===== config.mk =====
export PLATFORM = sky130hd
export DESIGN_NAME = dla_aux_pool_window_sched
export DESIGN_NICKNAME = d
export VERILOG_FILES = /design/src/rtl/dla_aux_pool_pkg.sv /design/src/rtl/dla_aux_pool_axis_cnt.sv /design/src/rtl/dla_aux_pool_window_sched.sv
export SDC_FILE = /design/constraint.sdc
export NUM_CORES = 1
export LEC_CHECK = 0
export BUFFER_PORTS_ARGS = -buffer_cell sky130_fd_sc_hd__buf_4
export CAP_MARGIN = 20
export CORE_UTILIZATION = 45
export CTS_BUF_LIST = sky130_fd_sc_hd__clkbuf_8
export DETAILED_ROUTE_END_ITERATION = 16
export GPL_TIMING_DRIVEN = 0
export PLACE_DENSITY_LB_ADDON = 0.2
export SETUP_SLACK_MARGIN = 0.5
export SLEW_MARGIN = 0
export SYNTH_ARGS = -nofsm -noshare
export SYNTH_HDL_FRONTEND = slang
export SYNTH_SLANG_ARGS = --single-unit

===== constraint.sdc =====
create_clock -name clk -period 3.2 [get_ports clk]
set_input_delay 0.32 -clock clk [delete_from_list [all_inputs] [get_ports clk]]
set_output_delay 0.32 -clock clk [all_outputs]
set_load 0.02 [all_outputs]

===== src/rtl/dla_aux_pool_pkg.sv =====
// Shared types and default sizing for the aux pool window scheduler.
package dla_aux_pool_pkg;

  localparam int unsigned AP_MAX_WINDOW_WIDTH  = 7;
  localparam int unsigned AP_MAX_WINDOW_HEIGHT = 7;
  localparam int unsigned AP_MAX_STRIDE        = 4;
  localparam int unsigned AP_MAX_TILE_WIDTH    = 32;
  localparam int unsigned AP_MAX_TILE_HEIGHT   = 32;
  localparam int unsigned AP_MAX_PAD           = 3;
  localparam int unsigned AP_CONFIG_ID_WIDTH   = 4;

  localparam int unsigned AP_XW  = $clog2(AP_MAX_TILE_WIDTH + 2 * AP_MAX_PAD + 1);
  localparam int unsigned AP_YW  = $clog2(AP_MAX_TILE_HEIGHT + 2 * AP_MAX_PAD + 1);
  localparam int unsigned AP_WW  = $clog2(AP_MAX_WINDOW_WIDTH + 1);
  localparam int unsigned AP_WH  = $clog2(AP_MAX_WINDOW_HEIGHT + 1);
  localparam int unsigned AP_SW  = $clog2(AP_MAX_STRIDE + 1);
  localparam int unsigned AP_TW  = $clog2(AP_MAX_TILE_WIDTH + 1);
  localparam int unsigned AP_TH  = $clog2(AP_MAX_TILE_HEIGHT + 1);
  localparam int unsigned AP_PW  = $clog2(AP_MAX_PAD + 1);

  typedef struct packed {
    logic [AP_WW-1:0]              window_w;
    logic [AP_WH-1:0]              window_h;
    logic [AP_SW-1:0]              stride_h;
    logic [AP_SW-1:0]              stride_v;
    logic [AP_TW-1:0]              tile_w;
    logic [AP_TH-1:0]              tile_h;
    logic [AP_PW-1:0]              pad_l;
    logic [AP_PW-1:0]              pad_r;
    logic [AP_PW-1:0]              pad_t;
    logic [AP_PW-1:0]              pad_b;
    logic [AP_CONFIG_ID_WIDTH-1:0] config_id;
  } cfg_t;

  typedef enum logic [1:0] {
    IDLE  = 2'd0,
    RUN   = 2'd1,
    FLUSH = 2'd2
  } sched_state_e;

endpackage


===== src/rtl/dla_aux_pool_axis_cnt.sv =====
// One axis of the padded virtual grid: position, stride phase and pad history.
module dla_aux_pool_axis_cnt
  import dla_aux_pool_pkg::*;
#(
  parameter int unsigned POS_W  = 6,
  parameter int unsigned WIN_W  = 3,
  parameter int unsigned STR_W  = 3,
  parameter int unsigned HIST_W = 7
) (
  input  logic              clk,
  input  logic              i_sclr,
  input  logic              i_clear,
  input  logic              i_step,
  input  logic [POS_W-1:0]  i_pad_lo,
  input  logic [POS_W-1:0]  i_tile_len,
  input  logic [POS_W-1:0]  i_pad_hi,
  input  logic [WIN_W-1:0]  i_window,
  input  logic [STR_W-1:0]  i_stride,
  output logic              o_last,
  output logic              o_is_pad,
  output logic              o_win_ok,
  output logic              o_stride_hit,
  output logic [HIST_W-1:0] o_pad_hist
);

  localparam logic [POS_W:0] POS_ONE_E = (POS_W+1)'(1);
  localparam logic [POS_W-1:0] POS_ONE = POS_W'(1);
  localparam logic [STR_W:0] STR_ONE_E = (STR_W+1)'(1);
  localparam logic [STR_W-1:0] STR_ONE = STR_W'(1);

  logic [POS_W-1:0]  pos_q, pos_d;
  logic [STR_W-1:0]  scnt_q, scnt_d;
  logic [HIST_W-1:0] hist_q, hist_d;
  logic [POS_W:0]    pos_ext, real_end, span, win_ext;
  logic [HIST_W-1:0] win_mask;
  logic              last, is_pad, win_ok;

  // Decode the current position and compute the next counter state.
  always_comb begin
    pos_ext  = {1'b0, pos_q};
    real_end = {1'b0, i_pad_lo} + {1'b0, i_tile_len};
    span     = real_end + {1'b0, i_pad_hi};
    win_ext  = (POS_W+1)'(i_window);
    last     = (pos_ext + POS_ONE_E) == span;
    is_pad   = (pos_ext < {1'b0, i_pad_lo}) || (pos_ext >= real_end);
    win_ok   = (pos_ext + POS_ONE_E) >= win_ext;
    for (int unsigned k = 0; k < HIST_W; k++) begin
      win_mask[k] = (k < 32'(i_window));
    end

    o_last       = last;
    o_is_pad     = is_pad;
    o_win_ok     = win_ok;
    o_stride_hit = (scnt_q == '0);
    o_pad_hist   = {hist_q[HIST_W-2:0], is_pad} & win_mask;

    pos_d  = pos_q;
    scnt_d = scnt_q;
    hist_d = hist_q;
    if (i_clear) begin
      pos_d  = '0;
      scnt_d = '0;
      hist_d = '0;
    end else if (i_step) begin
      if (last) begin
        pos_d  = '0;
        scnt_d = '0;
        hist_d = '0;
      end else begin
        pos_d  = pos_q + POS_ONE;
        hist_d = {hist_q[HIST_W-2:0], is_pad};
        // Phase stays 0 until the window first fits, then counts modulo stride;
        // a stride of 0 behaves like 1.
        if (!win_ok) begin
          scnt_d = '0;
        end else if (({1'b0, scnt_q} + STR_ONE_E) >= {1'b0, i_stride}) begin
          scnt_d = '0;
        end else begin
          scnt_d = scnt_q + STR_ONE;
        end
      end
    end
  end

  // Axis state registers.
  always_ff @(posedge clk) begin
    if (i_sclr) begin
      pos_q  <= '0;
      scnt_q <= '0;
      hist_q <= '0;
    end else begin
      pos_q  <= pos_d;
      scnt_q <= scnt_d;
      hist_q <= hist_d;
    end
  end

endmodule


===== src/rtl/dla_aux_pool_window_sched.sv =====
// Per-tile pool window sequencer: config handshake, raster walk and registered lane controls.
module dla_aux_pool_window_sched
  import dla_aux_pool_pkg::*;
#(
  parameter int unsigned MAX_WINDOW_WIDTH  = AP_MAX_WINDOW_WIDTH,
  parameter int unsigned MAX_WINDOW_HEIGHT = AP_MAX_WINDOW_HEIGHT,
  parameter int unsigned MAX_STRIDE        = AP_MAX_STRIDE,
  parameter int unsigned MAX_TILE_WIDTH    = AP_MAX_TILE_WIDTH,
  parameter int unsigned MAX_TILE_HEIGHT   = AP_MAX_TILE_HEIGHT,
  parameter int unsigned MAX_PAD           = AP_MAX_PAD,
  parameter int unsigned CONFIG_ID_WIDTH   = AP_CONFIG_ID_WIDTH
) (
  input  logic                         clk,
  input  logic                         i_sclr,
  input  logic                         i_cfg_valid,
  output logic                         o_cfg_ready,
  input  cfg_t                         i_cfg,
  input  logic                         i_in_valid,
  output logic                         o_in_ready,
  input  logic                         i_core_ready,
  output logic                         o_ctl_valid,
  output logic                         o_stride_valid,
  output logic                         o_wait_fill,
  output logic                         o_is_pad_horiz,
  output logic                         o_is_pad_vert,
  output logic [MAX_WINDOW_WIDTH-1:0]  o_pad_horiz,
  output logic [MAX_WINDOW_HEIGHT-1:0] o_pad_vert,
  output logic                         o_line_buff_flush,
  output logic [CONFIG_ID_WIDTH-1:0]   o_config_id,
  output logic                         o_busy
);

  localparam int unsigned XW  = $clog2(MAX_TILE_WIDTH + 2 * MAX_PAD + 1);
  localparam int unsigned YW  = $clog2(MAX_TILE_HEIGHT + 2 * MAX_PAD + 1);
  localparam int unsigned WWW = $clog2(MAX_WINDOW_WIDTH + 1);
  localparam int unsigned WHW = $clog2(MAX_WINDOW_HEIGHT + 1);
  localparam int unsigned SW  = $clog2(MAX_STRIDE + 1);

  sched_state_e state_q, state_d;
  cfg_t         cfg_q, cfg_d;

  logic                         ctl_valid_q, ctl_valid_d;
  logic                         stride_q, stride_d;
  logic                         wait_fill_q, wait_fill_d;
  logic                         is_pad_h_q, is_pad_h_d;
  logic                         is_pad_v_q, is_pad_v_d;
  logic [MAX_WINDOW_WIDTH-1:0]  pad_h_q, pad_h_d;
  logic [MAX_WINDOW_HEIGHT-1:0] pad_v_q, pad_v_d;

  logic accept, advance, pad_zone, y_step;
  logic x_last, x_is_pad, x_win_ok, x_hit;
  logic y_last, y_is_pad, y_win_ok, y_hit;
  logic [MAX_WINDOW_WIDTH-1:0]  x_hist;
  logic [MAX_WINDOW_HEIGHT-1:0] y_hist;

  assign pad_zone = x_is_pad | y_is_pad;
  assign y_step   = advance & x_last;

  dla_aux_pool_axis_cnt #(
    .POS_W  (XW),
    .WIN_W  (WWW),
    .STR_W  (SW),
    .HIST_W (MAX_WINDOW_WIDTH)
  ) u_x_cnt (
    .clk          (clk),
    .i_sclr       (i_sclr),
    .i_clear      (accept),
    .i_step       (advance),
    .i_pad_lo     (XW'(cfg_q.pad_l)),
    .i_tile_len   (XW'(cfg_q.tile_w)),
    .i_pad_hi     (XW'(cfg_q.pad_r)),
    .i_window     (WWW'(cfg_q.window_w)),
    .i_stride     (SW'(cfg_q.stride_h)),
    .o_last       (x_last),
    .o_is_pad     (x_is_pad),
    .o_win_ok     (x_win_ok),
    .o_stride_hit (x_hit),
    .o_pad_hist   (x_hist)
  );

  dla_aux_pool_axis_cnt #(
    .POS_W  (YW),
    .WIN_W  (WHW),
    .STR_W  (SW),
    .HIST_W (MAX_WINDOW_HEIGHT)
  ) u_y_cnt (
    .clk          (clk),
    .i_sclr       (i_sclr),
    .i_clear      (accept),
    .i_step       (y_step),
    .i_pad_lo     (YW'(cfg_q.pad_t)),
    .i_tile_len   (YW'(cfg_q.tile_h)),
    .i_pad_hi     (YW'(cfg_q.pad_b)),
    .i_window     (WHW'(cfg_q.window_h)),
    .i_stride     (SW'(cfg_q.stride_v)),
    .o_last       (y_last),
    .o_is_pad     (y_is_pad),
    .o_win_ok     (y_win_ok),
    .o_stride_hit (y_hit),
    .o_pad_hist   (y_hist)
  );

  // FSM next state, handshake and step qualification.
  always_comb begin
    state_d     = state_q;
    accept      = 1'b0;
    advance     = 1'b0;
    o_in_ready  = 1'b0;
    o_cfg_ready = 1'b0;
    case (state_q)
      IDLE: begin
        o_cfg_ready = 1'b1;
        if (i_cfg_valid) begin
          accept  = 1'b1;
          state_d = RUN;
        end
      end
      RUN: begin
        o_in_ready = i_core_ready & ~pad_zone;
        advance    = i_core_ready & (pad_zone | i_in_valid);
        if (advance && x_last && y_last) begin
          state_d = FLUSH;
        end
      end
      FLUSH:   state_d = IDLE;
      default: state_d = IDLE;
    endcase
  end

  // Config latch and per-step output fields; fields hold between steps.
  always_comb begin
    cfg_d       = accept ? i_cfg : cfg_q;
    ctl_valid_d = advance;
    stride_d    = stride_q;
    wait_fill_d = wait_fill_q;
    is_pad_h_d  = is_pad_h_q;
    is_pad_v_d  = is_pad_v_q;
    pad_h_d     = pad_h_q;
    pad_v_d     = pad_v_q;
    if (advance) begin
      stride_d    = x_win_ok & y_win_ok & x_hit & y_hit;
      wait_fill_d = ~y_win_ok;
      is_pad_h_d  = x_is_pad;
      is_pad_v_d  = y_is_pad;
      pad_h_d     = x_hist;
      pad_v_d     = y_hist;
    end
  end

  // State, config and output registers.
  always_ff @(posedge clk) begin
    if (i_sclr) begin
      state_q     <= IDLE;
      cfg_q       <= '0;
      ctl_valid_q <= 1'b0;
      stride_q    <= 1'b0;
      wait_fill_q <= 1'b0;
      is_pad_h_q  <= 1'b0;
      is_pad_v_q  <= 1'b0;
      pad_h_q     <= '0;
      pad_v_q     <= '0;
    end else begin
      state_q     <= state_d;
      cfg_q       <= cfg_d;
      ctl_valid_q <= ctl_valid_d;
      stride_q    <= stride_d;
      wait_fill_q <= wait_fill_d;
      is_pad_h_q  <= is_pad_h_d;
      is_pad_v_q  <= is_pad_v_d;
      pad_h_q     <= pad_h_d;
      pad_v_q     <= pad_v_d;
    end
  end

  assign o_ctl_valid       = ctl_valid_q;
  assign o_stride_valid    = stride_q;
  assign o_wait_fill       = wait_fill_q;
  assign o_is_pad_horiz    = is_pad_h_q;
  assign o_is_pad_vert     = is_pad_v_q;
  assign o_pad_horiz       = pad_h_q;
  assign o_pad_vert        = pad_v_q;
  assign o_line_buff_flush = (state_q == FLUSH);
  assign o_config_id       = CONFIG_ID_WIDTH'(cfg_q.config_id);
  assign o_busy            = (state_q != IDLE);

endmodule


# [Yosys cells after proc, flatten, opt, wreduce, memory -nomap -nowiden]
# Index checks and enable logic that the tools add are counted.
[totals] reg_bits=87 in_bits=41 out_inout_bits=27 wordCells=105
[classes] n_addsub=12 n_lt_le_gt_ge=22 eq_ne=6 muxes=18 bitwise_logic=12 reduce_logical=10
[op_table] op="$mux 6" count=4
[op_table] op="$lt 3x3->1 const A" count=6
[op_table] op="$mux 3" count=6
[op_table] op="$add 2x6->7" count=2
[op_table] op="$add 6x1->7 const B" count=2
[op_table] op="$add 7x2->7" count=2
[op_table] op="$and 7x7->7" count=2
[op_table] op="$eq 7x7->1" count=2
[op_table] op="$ge 6x7->1" count=2
[op_table] op="$ge 7x3->1" count=2
[op_table] op="$add 6x1->6 const B" count=2
[op_table] op="$lt 1x3->1 const A" count=4
[op_table] op="$lt 2x3->1 const A" count=4
[op_table] op="$lt 6x2->1" count=2
[op_table] op="$add 3x1->4 const B" count=2
[op_table] op="$ge 4x3->1" count=2
[op_table] op="$add 3x1->3 const B" count=2
[op_table] op="$and 1x1->1" count=6
[op_table] op="$logic_not 3->1" count=2
[op_table] op="$mux 1" count=5
[op_table] op="$mux 2" count=2
[op_table] op="$ne 2x2->1 const B" count=2
[op_table] op="$pmux 2 s2" count=1
[op_table] op="$eq 2x1->1 const B" count=1
[op_table] op="other kinds (9)" count=13

# [Longest topological paths before layout]
# Gate-level depths: netlist of run 1.
[depth] ltp_word=10 ltp_mapped=14 ltp_nobuf=12

# [Modules after synthesis]
# A second synthesis of run 1 with hierarchy kept.
[hier_totals] cells_unflattened=614 area_unflattened_um2=5667.9
[modules_own_cells] mod="dla_aux_pool_window_sched" instances=1 cells_each=225 area_per_inst_um2=2160.8 seq_area_each_um2=1141.1
[modules_own_cells] mod="dla_aux_pool_axis_cnt at u_y_cnt" instances=1 cells_each=195 area_per_inst_um2=1779.2 seq_area_each_um2=300.3
[modules_own_cells] mod="dla_aux_pool_axis_cnt at u_x_cnt" instances=1 cells_each=194 area_per_inst_um2=1727.9 seq_area_each_um2=300.3

# [Worst setup path after synthesis of run 1]
# Ideal clock, no wire load.
[synth_path] path_type="register -> register" start="register cfg_q[10] (netlist bit)" end="register is_pad_h_q (netlist: o_is_pad_horiz)" setup_time_ps=78 arrival_time_ps=3311 slack_ps=-188 path_stages_with_launch=15 period_less_slack_ps=3388 path_cell_list="dfxtp_1 -> ha_1 -> fa_1 -> xnor2_1 -> ha_1 -> a21oi_1 -> o21ai_0 -> a31o_2 -> o221ai_1 -> nand2_1 -> o31ai_2 -> buf_2 -> buf_2 -> nor2_1 -> nor3_1"
[synth_via] elab_chain_cells=7 elab_cells_between_ends=8 classes_between="1 x add/sub; 2 x order compare; 1 x mux; 3 x bitwise; 1 x reduce/logical"
[synth_lines] element="from (decl)" line_no="dla_aux_pool_window_sched.sv:40" rtl="cfg_t cfg_q, cfg_d;"
[synth_lines] element="from (signal assigned)" line_no="dla_aux_pool_window_sched.sv:164" rtl="cfg_q <= cfg_d;"
[synth_lines] element="$add 2x6->7" line_no="dla_aux_pool_axis_cnt.sv:41" rtl="real_end = {1'b0, i_pad_lo} + {1'b0, i_tile_len};"
[synth_lines] element="$ge 6x7->1" line_no="dla_aux_pool_axis_cnt.sv:45" rtl="is_pad = (pos_ext < {1'b0, i_pad_lo}) || (pos_ext >= real_end);"
[synth_lines] element="$logic_or 1x1->1 (*)" line_no="dla_aux_pool_axis_cnt.sv:45"
[synth_lines] element="$or 1x1->1" line_no="dla_aux_pool_window_sched.sv:56" rtl="assign pad_zone = x_is_pad | y_is_pad;"
[synth_lines] element="$or 1x1->1" line_no="dla_aux_pool_window_sched.sv:120" rtl="advance = i_core_ready & (pad_zone | i_in_valid);"
[synth_lines] element="$and 1x1->1" line_no="dla_aux_pool_window_sched.sv:120"
[synth_lines] element="$mux 1" line_no="dla_aux_pool_window_sched.sv:110" rtl="case (state_q)"
[synth_lines] element="to (signal assigned)" line_no="dla_aux_pool_window_sched.sv:168" rtl="is_pad_h_q <= is_pad_h_d;"
[synth_lines] element="to (decl)" line_no="dla_aux_pool_window_sched.sv:45" rtl="logic is_pad_h_q, is_pad_h_d;"
# Mark *: on every way between the ends. The rest lies on a longest branch, timed or not.
# A chain may end at the register's enable or synchronous reset.

# [Worst setup path after layout of run 1]
[layout_path] start="register cfg_q[12] (netlist bit)" end="register u_y_cnt.scnt_q[2]"
[layout_via] elab_chain_cells=8 elab_cells_between_ends=11 classes_between="2 x add/sub; 1 x order compare; 1 x eq/ne; 2 x mux; 4 x bitwise; 1 x reduce/logical"
[layout_lines] element="$add 2x6->7 (*)" line_no="dla_aux_pool_axis_cnt.sv:41"
[layout_lines] element="$ge 6x7->1" line_no="dla_aux_pool_axis_cnt.sv:45"
[layout_lines] element="$logic_or 1x1->1" line_no="dla_aux_pool_axis_cnt.sv:45"
[layout_lines] element="$or 1x1->1" line_no="dla_aux_pool_window_sched.sv:56"
[layout_lines] element="$or 1x1->1" line_no="dla_aux_pool_window_sched.sv:120"
[layout_lines] element="$and 1x1->1" line_no="dla_aux_pool_window_sched.sv:120"
[layout_lines] element="$mux 1" line_no="dla_aux_pool_window_sched.sv:110"
[layout_lines] element="$and 1x1->1" line_no="dla_aux_pool_window_sched.sv:57" rtl="assign y_step = advance & x_last;"
[layout_lines] element="to (signal assigned)" line_no="dla_aux_pool_axis_cnt.sv:93" rtl="scnt_q <= scnt_d;"
[layout_lines] element="to (decl)" line_no="dla_aux_pool_axis_cnt.sv:32" rtl="logic [STR_W-1:0] scnt_q, scnt_d;"
# Marks and branches as above.

==> flow_summary_export.csv, run 1 <==
group,metric,value,unit
run_status,status,"complete, but fails checks",
run_status,violations,"setup timing",
logic_synthesis,syn-cell-area,0.00486,mm²
power_and_ir_drop,p_leak,2.78,nW
drt,drc_errors,0,
timing,final.setup_skew,14.9,ps
power_and_ir_drop,seqPwrFrac,0.431,
logic_synthesis,ys_types,77,
power_and_ir_drop,pwr-share-comb,0.274,
power_and_ir_drop,sw_frac_of_total,0.316,
timing,slew_headroom,0.483,
clock_network,htreeDepth,3,
timing,hold_viol,0,
critical_path,cp_num_buf_inv,3,
critical_path,cp-startpoint,"cfg_q[12]$_SDFFE_PP0P_",
logic_synthesis,synth_cells,548,
global_route,grt_util_all_layers,0.256,
logic_synthesis,synth_warnings,0,
logic_synthesis,ys_seq_area_frac,0.358,
floorplanning,num_rows,37,
timing,worstMarginPinSlew,773,ps
drt,initialDrtViolationCount,249,
global_route,grt_max_degree,15,
finish,antenna_cells,0,
power_and_ir_drop,ir_drop,0.182,mV
logic_synthesis,synth_flop_cell,"dfxtp_1",
floorplanning,initial_core_util,0.467,
placed_design,dp_hpwl,9.52,mm
critical_path,max_stage_delay,400,ps
finish,area_growth,40.4,%
job,maxCapViolCount,0,
timing,slew_violations,0,
critical_path,reg2regPathDepth,15,
drt,drt-total-wl,14.6,mm
floorplanning,core,0.0104,mm²
global_route,grt_pass1_vias,4582,
placed_design,post_dp_cell_area,0.00564,mm²
critical_path,worstSetupPathType,"reg -> reg",
placed_design,dp_slack,-397,ps
clock_network,clk_path_buf_depth,2,
placed_design,gp_congestion,0.857,
critical_path,rrSetupSlack,-170,ps
critical_path,worstPathRequired,3520,ps
floorplanning,dieArea,0.0112,mm²
timing,fmax,297,MHz
clock_network,cts-root-buf,"clkbuf_8",
critical_path,r2r-start,"cfg_q[12]$_SDFFE_PP0P_",
finish,final_util,0.656,
critical_path,cp.arrival,3690,ps
floorplanning,pin_count,68,
global_route,antenna_found_initial,0,
critical_path,cp-start-kind,"flop",
critical_path,cp.depth,15,
placed_design,port_buffers,67,
clock_network,path_clk_slew,100,ps
floorplanning,die_w,106,µm
timing,setup_violations,43,
critical_path,cp_max_fo,7,
hold_path,hold_path.class,"in -> reg",
critical_path,crit_chain,"ha_4 -> fa_2 -> xnor2_2 -> ha_1 -> a21oi_2 -> o21ai_2 -> a31o_2 -> o221ai_2 -> nand2_4 -> o31ai_4 -> buf_6 -> buf_12 -> buf_16 -> o211ai_1 -> nand3_1",
finish,final_area,0.00683,mm²
timing,fin_setup_tns,-3500,ps
timing,fin_ws,-169,ps
power_and_ir_drop,p_int,0.00186,W
finish,num-nets-final,755,
clock_network,tritoncts,"built",
global_route,grt_pass1_wl,22.3,mm
critical_path,r2r_end,"u_y_cnt.scnt_q[2]$_SDFFE_PP0P_",
drt,via_per_inst,5.74,
finish,layout_common_cells,"buf_4 (103), dfxtp_1 (83), nand2_1 (41), ha_1 (33), a22o_1 (28)",
timing,finalCritPeriodShare,1.05,
drt,drt_pass1_iterations,4,
logic_synthesis,synth-edff-count,0,
drt,ant_nets,0,
power_and_ir_drop,p_sw,0.000860,W
clock_network,cts_made_buffers,9,
global_route,grt_overflow,0,
clock_network,clk_latency,380,ps
logic_synthesis,synth_area_per_cell,8.87,µm²
power_and_ir_drop,clockPowerShare,0.294,
logic_synthesis,ys_ff_latch,87,
floorplanning,die_h,106,µm
critical_path,end_kind,"flop",
critical_path,crit_end,"u_y_cnt.scnt_q[2]$_SDFFE_PP0P_",
clock_network,clkSinkCount,87,
logic_synthesis,syn_nets,629,
timing,min_period,3370,ps
timing,rsz0062_at_grt,"yes",
finish,drive_gt1_frac,0.387,
power_and_ir_drop,powerDensity,398,mW/mm²
drt,via_count,4681,
clock_network,ctsHoldBuffers,0,
finish,layout_commonest_cell,"buf_4",
drt,wl_per_cell,17.9,µm
critical_path,cpLargestDelayFamily,"compound AO/OA/AOI/OAI gates",
logic_synthesis,ys_async_sr_fraction,0,
critical_path,slowest_stage,"o31ai_4",
[how the worst min path moves through the flow]
stage / start / endpoint / slack [ps] / cells after the start
floorplan: i_cfg[6] / cfg_q[6]$_SDFFE_PP0P_ / 430 / 2
global placement: o_pad_horiz[1]$_SDFFE_PP0P_ / o_pad_horiz[1]$_SDFFE_PP0P_ / 440 / 2
detailed placement: o_pad_vert[0]$_SDFFE_PP0P_ / o_pad_vert[0]$_SDFFE_PP0P_ / 450 / 2
CTS: i_cfg[29] / cfg_q[29]$_SDFFE_PP0P_ / 130 / 3
global route: i_cfg[11] / cfg_q[11]$_SDFFE_PP0P_ / 140 / 3
finish: i_cfg[29] / cfg_q[29]$_SDFFE_PP0P_ / 130 / 3
[logic make-up after synthesis]
kind of cell,share of synthesized area
simple gates,0.183
flops,0.358
compound gates,0.230
mux,0.00232
buf+inv,0.0527
xor+xnor,0.0648
fa+ha+maj,0.109
[worst register-to-register path: cells and delay by family (launching register included)]
| kind | cells | cell delay, ps |
|---|---|---|
| simple gates | 2 | 260 |
| buf+inv | 3 | 460 |
| xor+xnor | 1 | 160 |
| flops | 1 | 340 |
| compound gates | 6 | 1220 |
| fa+ha+maj | 3 | 880 |
[layout make-up]
class                   instances  area, µm²
flip-flops and latches         87       1750
clock buffers                  10        138
clock inverters                 6       61.3
inverters                      28        105
well taps                     136        170
multi-input cells             402       3360
repair buffers                115       1000
plain buffers                  31        245
fillers                       836       3590
[power groups by stage]
stage / Sequential (W) / Clock (W) / Combinational, W
global placement: 0.00119 / 0 / 0.000484
global route: 0.00118 / 0.000854 / 0.000796
detailed placement: 0.00119 / 0 / 0.000499
CTS: 0.00117 / 0.000810 / 0.000655
finish: 0.00117 / 0.000801 / 0.000746
floorplan: 0.00119 / 0 / 0.000329
[flip-flops by register name, summed over array words and instances (netlist names), 2 cells and up]
| name | count |
|---|---|
| state_q | 2 |
| u_x_cnt.hist_q | 6 |
| u_y_cnt.pos_q | 6 |
| o_config_id | 4 |
| u_x_cnt.pos_q | 6 |
| u_y_cnt.hist_q | 6 |
| u_y_cnt.scnt_q | 3 |
| o_pad_vert | 7 |
| cfg_q | 32 |
| o_pad_horiz | 7 |
| u_x_cnt.scnt_q | 3 |
[Yosys cell counts (all sizes together), types with 2 or more instances]
library cell | instances | area [µm²]
a211oi | 3 | 22.5
a21boi | 3 | 22.5
a21o | 5 | 37.5
a21oi | 43 | 219
a22o | 28 | 245
a22oi | 2 | 15.0
a31o | 3 | 26.3
a31oi | 4 | 25.0
a32o | 2 | 20.0
and2 | 4 | 25.0
and3 | 4 | 30.0
and3b | 2 | 17.5
buf | 15 | 90.1
clkbuf | 16 | 61.3
dfxtp | 87 | 1740
fa | 4 | 80.1
ha | 36 | 450
inv | 28 | 105
nand2 | 62 | 233
nand2b | 6 | 37.5
nand3 | 21 | 123
nand4 | 8 | 50.1
nor2 | 21 | 81.3
nor2b | 8 | 50.1
nor3 | 14 | 75.1
nor3b | 2 | 15.0
nor4b | 2 | 23.8
o2111a | 2 | 22.5
o2111ai | 3 | 26.3
o211a | 2 | 20.0
o211ai | 4 | 30.0
o21a | 4 | 30.0
o21ai | 29 | 145
o221ai | 4 | 41.3
o22ai | 2 | 12.5
o311ai | 4 | 52.6
or2 | 3 | 18.8
or3 | 5 | 31.3
or4 | 4 | 30.0
xnor2 | 15 | 139
xnor3 | 2 | 45.0
xor2 | 15 | 131
[per-stage QoR]
step	std cells	total power, W	hold slack [ps]
floorplan	548	0.00152	429
global placement	751	0.00168	443
detailed placement	751	0.00169	448
CTS	799	0.00264	128
global route	815	0.00283	138
finish	815	0.00272	127
[routing by layer]
layer  track usage  vias to the layer above  wire (µm)
li1              -                     2242          -
met1         0.312                     2251       6080
met2         0.439                      150       7450
met3        0.0356                       38        648
met4         0.131                        0        438
met5             0                        -          0
[what timing repair did]
action	4_1_cts	5_1_grt
gates cloned	6	0
resized for setup	88	56
setup buffers	26	16
setup endpoints to repair	52	52
pin swaps	52	38
No activity file was read; power rests on OpenSTA's default activity.
==> inputs of run 2 (changes only) <==
- SYNTH_HIERARCHICAL: not set -> 1
==> run 2 against run 1 <==
Critical endpoint is now u_y_cnt/scnt_q[1]$_SDFFE_PP0P_. The flow still finishes with violations (setup timing). Register-to-register slack got worse by 420 ps. Routed wire length increased by 4.2%. Synthesized area rose by 17%. First-iteration DRC count fell by 3.2%. Largest power group unchanged. Clock skew grew 1.1 ps. Synthesized cell count increased by 12%. Worst setup slack got worse by 420 ps. Total power grew 1.3%. Cell area up 11%. Clock power up 5.5%. Sequential share of layout area down 2.5 points. Highest routed layer unchanged.
==> flow_summary_export.csv, run 2 <==
group,metric,value,unit
critical_path,worstPathRequired,3470,ps
power_and_ir_drop,power,0.00276,W
timing,setup_violations,51,
logic_synthesis,synth_top_family_by_area,"compound AO/OA/AOI/OAI gates",
floorplanning,pin_count,68,
global_route,grt_pass1_vias,4748,
drt,wl_met2,7.52,mm
clock_network,tritoncts,"built",
finish,layout_common_cells,"buf_4 (99), dfxtp_1 (80), ha_1 (62), inv_1 (47), nor2_1 (45)",
logic_synthesis,ys_types,65,
logic_synthesis,syn-cell-area,0.00567,mm²
clock_network,clk_latency,390,ps
power_and_ir_drop,ir_drop,0.228,mV
floorplanning,num_rows,40,
finish,layout_commonest_cell,"buf_4",
logic_synthesis,synth_top_area_share,0.307,
timing,finalCritPeriodShare,1.18,
logic_synthesis,synth_warnings,6,
finish,antenna_cells,0,
logic_synthesis,synthXorXnorAreaFrac,0.0667,
hold_path,holdPathStages,3,
drt,drc_errors,0,
critical_path,rrSetupSlack,-590,ps
timing,fmax,264,MHz
timing,slew_violations,0,
global_route,grt_overflow,0,
drt,top_layer,"met4",
logic_synthesis,synthAdderAreaFrac,0.160,
critical_path,r2r-start,"cfg_q[6]$_SDFFE_PP0P_",
floorplanning,die_h,114,µm
finish,drive_gt1_frac,0.319,
placed_design,gp_congestion,0.865,
hold_path,hold_path.class,"in -> reg",
clock_network,cts-root-buf,"clkbuf_8",
finish,largest_register,"cfg_q",
global_route,grt_util_all_layers,0.230,
clock_network,path_clk_slew,100,ps
finish,largest_register_ffs,32,
logic_synthesis,synth_area_per_cell,9.23,µm²
drt,via_per_inst,5.36,
global_route,grt_max_degree,18,
timing,worstMarginPinSlew,742,ps
critical_path,crit_chain,"ha_4 -> fa_2 -> a21o_1 -> a21oi_2 -> xnor2_2 -> inv_1 -> ha_1 -> o21ai_1 -> o21bai_1 -> a21oi_2 -> o31ai_4 -> buf_6 -> or3_4 -> buf_8 -> and3_4 -> nor3b_4 -> nor2b_4 -> buf_6 -> a32o_1",
timing,final.setup_skew,16.0,ps
placed_design,dp_slack,-758,ps
placed_design,dp_hpwl,10.4,mm
logic_synthesis,synth_flop_cell,"dfxtp_1",
critical_path,r2r_end,"u_y_cnt/scnt_q[1]$_SDFFE_PP0P_",
clock_network,clk_path_buf_depth,2,
logic_synthesis,synth-edff-count,0,
clock_network,ctsHoldBuffers,0,
power_and_ir_drop,p_leak,3.45,nW
hold_path,min-delay-start,"i_cfg[4]",
logic_synthesis,synth_top_area_cell,"dfxtp_1",
finish,num-nets-final,867,
timing,min_period,3790,ps
finish,final_util,0.623,
critical_path,worstSetupPathType,"reg -> reg",
timing,fin_ws,-586,ps
timing,hold_viol,0,
logic_synthesis,synth-simple-area-share,0.140,
timing,rsz0062_at_grt,"yes",
global_route,grt_pass1_wl,23.5,mm
logic_synthesis,synth_compound_area_frac,0.193,
timing,fin_setup_tns,-21220,ps
timing,holdWs,164,ps
critical_path,cp.arrival,4060,ps
drt,ant_nets,0,
finish,area_growth,33.8,%
critical_path,slowest_stage,"or3_4",
logic_synthesis,ys_ff_latch,87,
drt,drt-met1-wl,6.72,mm
critical_path,reg2regPathDepth,19,
power_and_ir_drop,powerDensity,363,mW/mm²
critical_path,cp_max_fo,5,
finish,n_fill_cell,990,
run_status,status,"complete, but fails checks",
hold_path,min_to,"cfg_q[4]$_SDFFE_PP0P_",
drt,initialDrtViolationCount,241,
logic_synthesis,synth.most_common_cell,"dfxtp_1",
logic_synthesis,ys_async_sr_fraction,0,
floorplanning,core,0.0122,mm²
critical_path,max_stage_delay,380,ps
logic_synthesis,ys_seq_area_frac,0.307,
critical_path,end_kind,"flop",
floorplanning,die_w,114,µm
placed_design,port_buffers,67,
drt,wl_met3,646,µm
clock_network,cts_made_buffers,9,
drt,drt_pass1_iterations,4,
drt,drt-total-wl,15.2,mm
run_status,violations,"setup timing",
global_route,antenna_found_initial,0,
clock_network,clkSinkCount,87,
clock_network,htreeDepth,3,
drt,via_count,4981,
floorplanning,dieArea,0.0130,mm²
drt,wl_per_cell,16.4,µm
logic_synthesis,synth_common_cells,"dfxtp_1 (87), ha_1 (66), inv_1 (48), nor2_1 (46), mux2i_1 (38)",
critical_path,cp-start-kind,"flop",
logic_synthesis,synth_cells,614,
job,maxCapViolCount,0,
timing,slew_headroom,0.506,
floorplanning,initial_core_util,0.466,
logic_synthesis,netlist_top_cells_area,"dfxtp_1 (31%), ha_1 (15%), mux2i_1 (6.7%), xnor2_1 (3.4%), a21oi_1 (3.2%)",
logic_synthesis,synthMuxAreaShare,0.0671,
## run 2: how the worst max path moves through the flow
stage,cells past startpoint,end,startpoint,slack (ps)
6_report,19,u_y_cnt/scnt_q[1]$_SDFFE_PP0P_,cfg_q[6]$_SDFFE_PP0P_,-590
5_1_grt,19,u_y_cnt/hist_q[1]$_SDFFE_PP0P_,cfg_q[6]$_SDFFE_PP0P_,-690
3_5_place_dp,18,u_x_cnt/pos_q[3]$_SDFFE_PP0P_,cfg_q[6]$_SDFFE_PP0P_,-760
3_3_place_gp,18,u_x_cnt/scnt_q[1]$_SDFFE_PP0P_,cfg_q[6]$_SDFFE_PP0P_,-770
2_1_floorplan,18,u_y_cnt/pos_q[2]$_SDFFE_PP0P_,cfg_q[10]$_SDFFE_PP0P_,-210
4_1_cts,19,u_y_cnt/scnt_q[1]$_SDFFE_PP0P_,cfg_q[6]$_SDFFE_PP0P_,-570
## run 2: critical path, delay by kind of cell (launching register included)
family	cells	cell delay, ps
fa+ha+maj	3	790
flops	1	350
compound gates	7	1070
xor+xnor	1	140
simple gates	4	840
buf+inv	4	490
## run 2: cell type report
class / count / area [µm²] / share of cell area
clock buffer: 9 / 124 / 0.0163
inverter: 49 / 184 / 0.0243
timing repair buffer: 106 / 860 / 0.113
sequential: 87 / 1750 / 0.231
tap: 168 / 210 / 0.0277
clock inverter: 7 / 87.6 / 0.0116
multi-input combinational: 473 / 4120 / 0.543
buffer: 30 / 244 / 0.0322
## run 2: metrics by stage
| step | area, µm² | std cells |
|---|---|---|
| 6_report | 7580 | 929 |
| 5_1_grt | 7580 | 929 |
| 4_1_cts | 7070 | 906 |
| 3_5_place_dp | 6600 | 874 |
| 3_3_place_gp | 6600 | 874 |
| 2_1_floorplan | 5880 | 639 |
## run 2: layer usage
metal  GRT usage  vias up
li1            -     2461
met1       0.303     2365
met2       0.383      132
met3      0.0349       23
met4      0.0848        0
met5           0        -
## run 2: logic make-up after synthesis
group           count (synthesis)
flops                          87
mux                            38
other cells                     1
compound gates                153
xor+xnor                       36
fa+ha+maj                      70
simple gates                  150
buf+inv                        79
## run 2: what timing repair did
item / 4_1_cts / 5_1_grt
resized for setup: 33 / 77
cloned: 3 / 2
endpoints found under the setup margin: 52 / 52
setup buffers: 13 / 21
endpoints found under the hold margin: 0 / 0
pin swaps: 29 / 48
## run 2: report_power, final
group / total, W / internal, W / switching, W
combinational: 0.000753 / 0.000362 / 0.000391
sequential: 0.00116 / 0.00112 / 0.0000378
clock: 0.000845 / 0.000380 / 0.000465
total: 0.00276 / 0.00186 / 0.000894
==> inputs of run 3 (changes only) <==
- BUFFER_PORTS_ARGS: -buffer_cell sky130_fd_sc_hd__buf_4 -> not set
- DONT_BUFFER_PORTS: not set -> 1
==> run 3 against run 2 <==
The run still ends with setup timing left. Global-route usage is 0.37 points lower. Final cell count decreased by 7.3%. Worst setup slack improved by 76 ps. Clock power fell by 11%. Largest cell class unchanged. Highest routed layer unchanged.
==> flow_summary_export.csv, run 3 (synthesis results as in run 2) <==
group,metric,value,unit
run_status,status,"complete, but fails checks",
run_status,violations,"setup timing",
job,maxCapViolCount,0,
floorplanning,pin_count,68,
global_route,grt_max_degree,18,
clock_network,clkSinkCount,87,
hold_path,holdPathStages,2,
critical_path,end_kind,"flop",
critical_path,worstPathRequired,3470,ps
timing,slew_headroom,0.494,
drt,drc_errors,0,
drt,via_per_inst,5.44,
finish,final_area,0.00699,mm²
global_route,grt_util_all_layers,0.227,
timing,hold_viol,0,
global_route,grt_overflow,0,
critical_path,cp-start-kind,"flop",
timing,slew_violations,0,
timing,min_period,3710,ps
floorplanning,num_rows,40,
timing,finalCritPeriodShare,1.16,
finish,drive_gt1_frac,0.237,
finish,layout_commonest_cell,"dfxtp_1",
power_and_ir_drop,p_leak,3.10,nW
timing,fin_ws,-510,ps
finish,largest_register_ffs,32,
finish,largest_register,"cfg_q",
placed_design,gp_congestion,0.882,
placed_design,dp_slack,-792,ps
finish,area_growth,23.4,%
placed_design,post_dp_cell_area,0.00609,mm²
drt,via_count,4684,
drt,drt_pass1_iterations,5,
power_and_ir_drop,powerDensity,373,mW/mm²
floorplanning,core,0.0122,mm²
finish,fin_cells,861,
global_route,grt_pass1_wl,22.9,mm
finish,layout_common_cells,"dfxtp_1 (80), ha_1 (63), inv_1 (48), nor2_1 (45), mux2i_1 (37)",
floorplanning,die_w,114,µm
timing,fmax,270,MHz
finish,n_fill_cell,1094,
clock_network,cts-root-buf,"clkbuf_8",
clock_network,ctsHoldBuffers,0,
power_and_ir_drop,ir_drop,0.225,mV
floorplanning,dieArea,0.0130,mm²
critical_path,cp_max_fo,5,
drt,drt-total-wl,14.0,mm
finish,num-nets-final,798,
placed_design,port_buffers,0,
floorplanning,die_h,114,µm
drt,wl_per_cell,16.3,µm
global_route,grt_pass1_vias,4636,
clock_network,path_clk_slew,100,ps
drt,ant_nets,0,
clock_network,clk_latency,380,ps
timing,setup_violations,48,
global_route,antenna_found_initial,1,
clock_network,tritoncts,"built",
placed_design,dpl.cell_count,807,
hold_path,hold_path.class,"in -> reg",
power_and_ir_drop,power,0.00261,W
floorplanning,initial_core_util,0.466,
drt,initialDrtViolationCount,190,
placed_design,dp_hpwl,10.1,mm
finish,final_util,0.575,
critical_path,cp.arrival,3980,ps
clock_network,clk_path_buf_depth,2,
clock_network,htreeDepth,3,
timing,rsz0062_at_grt,"yes",
clock_network,cts_made_buffers,9,
timing,final.setup_skew,12.1,ps
critical_path,worstSetupPathType,"reg -> reg",
timing,worstMarginPinSlew,759,ps
critical_path,reg2regPathDepth,20,
==> run 3: cell count changes in the layout (fill, tap and decap cells not counted), sizes merged <==
cell,delta
buf,-70
bufinv,-1
clkbuf,+1
diode,+1
inv,+1
==> run 3: what timing repair did <==
action | 4_1_cts | 5_1_grt
endpoints found under the setup margin | 52 | 52
cloned | 3 | 0
setup buffers | 28 | 6
pin swaps | 30 | 25
gates resized for setup | 59 | 38
==> run 3: path summary, 6_finish.rpt <==
check                                                    start                        endpoint  slack (ps)
worst max-delay path                    cfg_q[12]$_SDFFE_PP0P_  u_y_cnt/scnt_q[0]$_SDFFE_PP0P_        -510
worst min-delay path                                 i_cfg[34]          cfg_q[34]$_SDFFE_PP0P_          90
worst max register to register          cfg_q[12]$_SDFFE_PP0P_  u_y_cnt/scnt_q[0]$_SDFFE_PP0P_        -510
worst min register to register  u_y_cnt/hist_q[5]$_SDFFE_PP0P_  u_y_cnt/hist_q[5]$_SDFFE_PP0P_         490
==> run 3: area by class of cell <==
type	instances	area [µm²]	share of cell area
Clock buffer	9	124	0.0177
Tap cell	168	210	0.0301
Sequential cell	87	1750	0.250
Buffer	30	254	0.0363
Clock inverter	7	60.1	0.00859
Timing Repair Buffer	37	322	0.0460
Multi-Input combinational cell	473	4090	0.584
Inverter	49	184	0.0263
Antenna cell	1	2.50	0.000358
==> run 3: power breakdown <==
| group | internal, W | switching, W |
|---|---|---|
| sequential | 0.00112 | 0.0000424 |
| combinational | 0.000326 | 0.000364 |
| clock | 0.000299 | 0.000453 |
| total | 0.00175 | 0.000860 |
==> run 3: layer usage <==
layer  GRT usage  vias to the layer above  part of all wire
met5           0                        -                 0
met4      0.0823                        0             0.017
met3      0.0492                       13             0.050
met2       0.395                       98              0.50
met1       0.274                     2259              0.43
li1            -                     2314                 -
==> run 3: critical path: stages (launching register included) <==
cell and delay [ps]:
dfxtp_2 350, ha_4 160, fa_2 350, a21o_1 180, a21oi_2 160, xnor2_2 140, inv_1 70, ha_1 280
o21ai_2 50, o21bai_1 190, a21oi_2 100, o31ai_4 360, or3_1 190, clkbuf_8 130, and3_4 180, buf_4 110
nor3_4 30, buf_6 140, buf_4 120, and2_1 140, a31o_1 170
==> run 3: stage by stage <==
stage | setup TNS, ps | hold slack [ps]
global route | -22690 | 73.7
CTS | -12800 | 71.5
finish | -15470 | 90.5
floorplan | -4800 | 442
global placement | -24880 | 457
detailed placement | -26930 | 460
